## config.mk

```make
export PLATFORM = sky130hd
export DESIGN_NAME = imm_gen_stage
export DESIGN_NICKNAME = d
export VERILOG_FILES = /design/src/rtl/riscv_imm_pkg.sv /design/src/rtl/imm_decode_comb.sv /design/src/rtl/imm_gen_stage.sv
export SDC_FILE = /design/constraint.sdc
export NUM_CORES = 1
export LEC_CHECK = 0
export CAP_MARGIN = 20
export CORE_UTILIZATION = 40
export DETAILED_ROUTE_END_ITERATION = 12
export GPL_TIMING_DRIVEN = 0
export PLACE_DENSITY = 0.77
export SLEW_MARGIN = 20
export SYNTH_ARGS = -nofsm -noshare
export SYNTH_HDL_FRONTEND = slang
export SYNTH_SLANG_ARGS = --single-unit
```

## constraint.sdc

```tcl
create_clock -name clk -period 1.7 [get_ports clk]
set_clock_uncertainty 0.2 [all_clocks]
set_input_delay 0.17 -clock clk [delete_from_list [all_inputs] [get_ports clk]]
set_output_delay 0.17 -clock clk [all_outputs]
set_load 0.02 [all_outputs]
```

## src/rtl/riscv_imm_pkg.sv

```systemverilog
// Shared RISC-V opcode constants, immediate format tags and a sign-extension helper
// used by the immediate-generation pipeline.
package riscv_imm_pkg;

  localparam logic [6:0] OP_LOAD   = 7'b0000011;
  localparam logic [6:0] OP_IMM    = 7'b0010011;
  localparam logic [6:0] OP_JALR   = 7'b1100111;
  localparam logic [6:0] OP_IMM32  = 7'b0011011;
  localparam logic [6:0] OP_SYSTEM = 7'b1110011;
  localparam logic [6:0] OP_STORE  = 7'b0100011;
  localparam logic [6:0] OP_BRANCH = 7'b1100011;
  localparam logic [6:0] OP_LUI    = 7'b0110111;
  localparam logic [6:0] OP_AUIPC  = 7'b0010111;
  localparam logic [6:0] OP_JAL    = 7'b1101111;
  localparam logic [6:0] OP_OP     = 7'b0110011;
  localparam logic [6:0] OP_OP32   = 7'b0111011;

  typedef enum logic [2:0] {
    FMT_R = 3'd0,
    FMT_I = 3'd1,
    FMT_S = 3'd2,
    FMT_B = 3'd3,
    FMT_U = 3'd4,
    FMT_J = 3'd5
  } fmt_e;

  // Treats bit (width-1) of value as the sign and replicates it up to 64 bits.
  function automatic logic [63:0] sext(input logic [31:0] value, input int unsigned width);
    logic signed [63:0] shifted;
    shifted = $signed({32'd0, value} << (64 - width));
    return $unsigned(shifted >>> (64 - width));
  endfunction

endpackage

```

## src/rtl/imm_decode_comb.sv

```systemverilog
// Combinational RISC-V immediate decoder: opcode -> format tag, sign-extended
// immediate and an illegal flag for opcodes outside the supported base set.
module imm_decode_comb
  import riscv_imm_pkg::*;
#(
  parameter int XLEN = 64
) (
  input  logic [31:0]     inst,
  output logic [XLEN-1:0] imm,
  output fmt_e            fmt,
  output logic            illegal
);

  logic [63:0] imm_full;

  always_comb begin
    imm_full = '0;
    fmt      = FMT_R;
    illegal  = 1'b0;
    case (inst[6:0])
      OP_LOAD, OP_IMM, OP_JALR, OP_SYSTEM: begin
        fmt      = FMT_I;
        imm_full = sext({20'd0, inst[31:20]}, 12);
      end
      // The word-sized variants only exist on RV64.
      OP_IMM32: begin
        if (XLEN == 64) begin
          fmt      = FMT_I;
          imm_full = sext({20'd0, inst[31:20]}, 12);
        end else begin
          illegal = 1'b1;
        end
      end
      OP_STORE: begin
        fmt      = FMT_S;
        imm_full = sext({20'd0, inst[31:25], inst[11:7]}, 12);
      end
      OP_BRANCH: begin
        fmt      = FMT_B;
        imm_full = sext({19'd0, inst[31], inst[7], inst[30:25], inst[11:8], 1'b0}, 13);
      end
      OP_LUI, OP_AUIPC: begin
        fmt      = FMT_U;
        imm_full = sext({inst[31:12], 12'd0}, 32);
      end
      OP_JAL: begin
        fmt      = FMT_J;
        imm_full = sext({11'd0, inst[31], inst[19:12], inst[20], inst[30:21], 1'b0}, 21);
      end
      OP_OP: begin
        fmt = FMT_R;
      end
      OP_OP32: begin
        illegal = (XLEN != 64);
      end
      default: begin
        illegal = 1'b1;
      end
    endcase
  end

  assign imm = imm_full[XLEN-1:0];

endmodule

```

## src/rtl/imm_gen_stage.sv

```systemverilog
// Pipelined, valid/ready handshaked immediate generator. Decode happens before
// stage 0; later stages are plain skid-free register slices with flush.
module imm_gen_stage
  import riscv_imm_pkg::*;
#(
  parameter int XLEN   = 64,
  parameter int STAGES = 1
) (
  input  logic            clk,
  input  logic            reset,
  input  logic            flush,
  input  logic            in_valid,
  output logic            in_ready,
  input  logic [31:0]     in_instr,
  output logic            out_valid,
  input  logic            out_ready,
  output logic [XLEN-1:0] out_imm,
  output logic [2:0]      out_fmt,
  output logic            out_illegal,
  output logic [31:0]     out_instr
);

  typedef struct packed {
    logic [31:0]     instr;
    logic [XLEN-1:0] imm;
    fmt_e            fmt;
    logic            illegal;
  } entry_t;

  logic [XLEN-1:0] dec_imm;
  fmt_e            dec_fmt;
  logic            dec_illegal;
  entry_t          dec_entry;
  logic [STAGES:0] ready;

  imm_decode_comb #(.XLEN(XLEN)) u_decode (
    .inst    (in_instr),
    .imm     (dec_imm),
    .fmt     (dec_fmt),
    .illegal (dec_illegal)
  );

  assign dec_entry     = '{instr: in_instr, imm: dec_imm, fmt: dec_fmt, illegal: dec_illegal};
  assign ready[STAGES] = out_ready;
  assign in_ready      = ready[0];

  genvar gi;
  for (gi = 0; gi < STAGES; gi++) begin : g_stage
    logic   valid_reg;
    entry_t data_reg;
    logic   src_valid;
    entry_t src_data;

    if (gi == 0) begin : g_head
      assign src_valid = in_valid;
      assign src_data  = dec_entry;
    end else begin : g_tail
      assign src_valid = g_stage[gi-1].valid_reg;
      assign src_data  = g_stage[gi-1].data_reg;
    end

    // A slot can take new data when empty or when its occupant leaves this cycle.
    assign ready[gi] = !valid_reg || ready[gi+1];

    always_ff @(posedge clk) begin
      if (reset) begin
        valid_reg <= 1'b0;
        data_reg  <= '0;
      end else if (flush) begin
        valid_reg <= 1'b0;
      end else if (ready[gi]) begin
        valid_reg <= src_valid;
        data_reg  <= src_data;
      end
    end
  end

  assign out_valid   = g_stage[STAGES-1].valid_reg;
  assign out_imm     = g_stage[STAGES-1].data_reg.imm;
  assign out_fmt     = g_stage[STAGES-1].data_reg.fmt;
  assign out_illegal = g_stage[STAGES-1].data_reg.illegal;
  assign out_instr   = g_stage[STAGES-1].data_reg.instr;

endmodule
```

==> results.py <==
metrics = {
    "outcome": {
        "outcome": "complete, no violations",
    },
    "worst_setup_path": {
        "path_delay_family": "buffers and inverters",
        "critPathMaxFanout": 2,
        "r2r_cells": 7,
        "worst_ep_required_time_ps": 1330,
        "worstPathBufferInverterCount": 1,
        "cp_data_arrival_time_ps": 1310,
        "worstSetupStartpointType": "flip-flop",
        "cp-end-kind": "output pin",
        "rrSetupSlack_ps": 130,
        "r2r_end": "out_imm[1]",
        "max_stage_delay_ps": 620,
        "r2r_start": "out_valid",
        "crit_path_top_delay_cell": "clkdlybuf4s50_1",
        "worstPathCellList": "clkdlybuf4s50_1",
        "path_class": "flip-flop to output pin",
    },
    "grt": {
        "grt_pass1_wl_microns": 14900,
        "track_usage": 0.230,
        "grt_pass1_vias": 3004,
        "grt_remaining_overflow": 0,
        "antenna_found_initial": 0,
        "grt_max_degree": 18,
    },
    "yosys": {
        "ys_warn_count": 0,
        "avgSynthCellArea_sq_um": 8.01,
        "yosysTopAreaCellShare": 0.439,
        "syn_inst": 393,
        "yosysMostFrequentCell": "nand2_1",
        "yosysSeqAreaShare": 0.439,
        "synth-seq-cells": 69,
        "yosysTopAreaCell": "dfxtp_1",
        "synth_edf_count": 0,
        "synth_area_leaders": "dfxtp_1 44%, nand2_1 13%, a21oi_1 10%",
        "ys_async_sr_fraction": 0,
        "syn_nets": 430,
        "netlist_area_sq_mm": 0.00315,
        "netlist_top_cells_count": "108 x nand2_1, 69 x dfxtp_1, 65 x a21oi_1",
        "synth_flop_cell": "dfxtp_1",
        "yosys.cell_types.count": 42,
    },
    "cts": {
        "cts_max_level": 3,
        "cts.sinks": 69,
        "cts_buffers": 9,
        "cts_tree": "done",
        "cts_max_path_buffers": 2,
        "clock-root-buffer": "clkbuf_8",
        "path_clk_slew_ps": 70,
        "insertion_delay_ps": 330,
    },
    "floorplanning": {
        "die_height_microns": 90.7,
        "start_util": 0.423,
        "num_rows": 31,
        "core_sq_mm": 0.00745,
        "die_area_sq_mm": 0.00823,
        "die_w_microns": 90.7,
        "io_pins": 139,
    },
    "drt": {
        "remaining_drc_errors": 0,
        "wl_per_cell_microns": 15.2,
        "drt_iter0_drc": 230,
        "totalWireLength_microns": 9850,
        "vias_per_cell": 5.06,
        "drtPass1Iterations": 5,
        "vias": 3291,
        "route.antenna.remaining_nets": 0,
    },
    "worst_hold_path": {
        "min_path_cells": 4,
        "hold_end": "out_imm[0]",
        "hold_path.class": "input pin to flip-flop",
        "hold_start": "in_instr[2]",
    },
    "placed_design": {
        "numPortBuffers": 136,
        "preCtsSetupSlack_ps": -515,
        "hpwlAfterDp_microns": 7030,
        "routabilityCongestion": 0.829,
        "placedCellCount": 628,
    },
    "timing": {
        "slew_headroom": 0.670,
        "finalHoldViolCount": 0,
        "whs_ps": 75.7,
        "final.setup.tns_ps": 0,
        "finalCritPeriodShare": 0.990,
        "post-route-min-period_ps": 1680,
        "setup_viol": 0,
        "fmax_ghz": 0.594,
        "slew_violations": 0,
        "worst_slack_ps": 17.6,
        "worst_pin_slew_ps": 495,
    },
    "pwr": {
        "pwr_density_cell_mw_per_mm2": 725,
        "p_leak_nw": 2.36,
        "ir_drop_v": 0.000520,
    },
    "run": {
        "max_cap_violations": 0,
    },
    "layout": {
        "diodes": 0,
        "final_cells": 650,
        "drive_gt1_frac": 0.201,
        "final_nets": 583,
        "areaGrowthSynthToFinish_pct": 59.9,
    },
}
[timing repair]
item                                    CTS  global route
pin swaps                                 0             3
endpoints found under the setup margin   99            97
resized for setup                        60            60
buffers inserted                          4             0
hold endpoints to repair                  2             1
hold buffers                              2             1
[routing by layer]
metal / GRT usage / vias to the layer above / wire [microns]
met1: 0.293 / 1532 / 4200
li1: - / 1606 / -
met3: 0.0396 / 20 / 602
met2: 0.390 / 133 / 4890
met5: 0 / - / 0
met4: 0.0766 / 0 / 164
[worst max-delay path by stage]
| stage | startpoint | endpoint | slack (ps) | cells after the start |
|---|---|---|---|---|
| floorplan | out_valid | out_imm[1] | 20 | 6 |
| global placement | in_instr[1] | out_imm[8] | -450 | 7 |
| detailed placement | out_imm[62] | out_imm[51] | -510 | 2 |
| CTS | out_valid | in_ready | 1 | 3 |
| global route | out_valid | out_instr[12] | -6 | 6 |
| finish | out_imm[0] | out_imm[0] | 20 | 1 |
[layout make-up]
cell class / instances / area (sq um)
inverters: 5 / 18.8
flip-flops and latches: 69 / 1390
fillers: 644 / 2410
clock inverters: 6 / 71.3
plain buffers: 59 / 433
clock buffers: 10 / 138
well taps: 99 / 124
multi-input cells: 259 / 1410
repair buffers: 143 / 1450
[flip-flops by register name, summed over array words and instances, names as in the netlist]
register and count:
out_imm 32, out_fmt 3, out_illegal 1, out_instr 32, out_valid 1
[metrics by stage]
step                 util  cell area, sq um  power (mW)
floorplan               -              3150        2.01
global placement    0.622              4630        2.28
detailed placement  0.622              4630        2.29
CTS                 0.657              4890        3.65
global route        0.676              5030        3.79
finish              0.676              5030        3.65
[where the power goes]
group | switching (mW) | total, mW | internal [mW]
clock | 0.645 | 1.37 | 0.727
combinational | 0.325 | 0.590 | 0.264
sequential | 0.0245 | 1.69 | 1.66
[layout by cell type (no fill, tap or decap), types with 2 or more instances in the layout]
master | synthesis | layout
nand2_1 | 108 | 107
clkdlybuf4s50_1 | 0 | 73
dfxtp_1 | 69 | 68
a21oi_1 | 65 | 64
buf_4 | 34 | 39
dlygate4sd2_1 | 0 | 25
dlymetal6s2s_1 | 0 | 22
clkdlybuf4s15_1 | 0 | 14
nor2_1 | 14 | 13
o21ai_1 | 11 | 11
clkbuf_8 | 0 | 10
o21ai_2 | 10 | 9
buf_6 | 5 | 8
clkbuf_2 | 0 | 7
a22oi_1 | 6 | 6
buf_2 | 5 | 4
inv_1 | 5 | 4
o21ai_0 | 4 | 4
a32oi_1 | 4 | 4
clkbuf_4 | 0 | 3
clkbuf_1 | 12 | 3
nor3_1 | 3 | 3
a311oi_1 | 4 | 3
dlygate4sd3_1 | 0 | 3
nor2_4 | 0 | 2
nand4_1 | 2 | 2
nand3_2 | 1 | 2
a31oi_4 | 1 | 2
and3_1 | 2 | 2
a31oi_1 | 2 | 2
clkinvlp_4 | 0 | 2
clkinv_4 | 0 | 2
[cells by family after synthesis]
group                  Yosys count  share of synthesized area
flip-flops                      69                      0.439
AND/OR/NAND/NOR                145                      0.202
multiplexers                     1                    0.00318
AO/OA/AOI/OAI                  113                      0.224
buffers and inverters           65                      0.132
(Power assumes the default switching activity.)
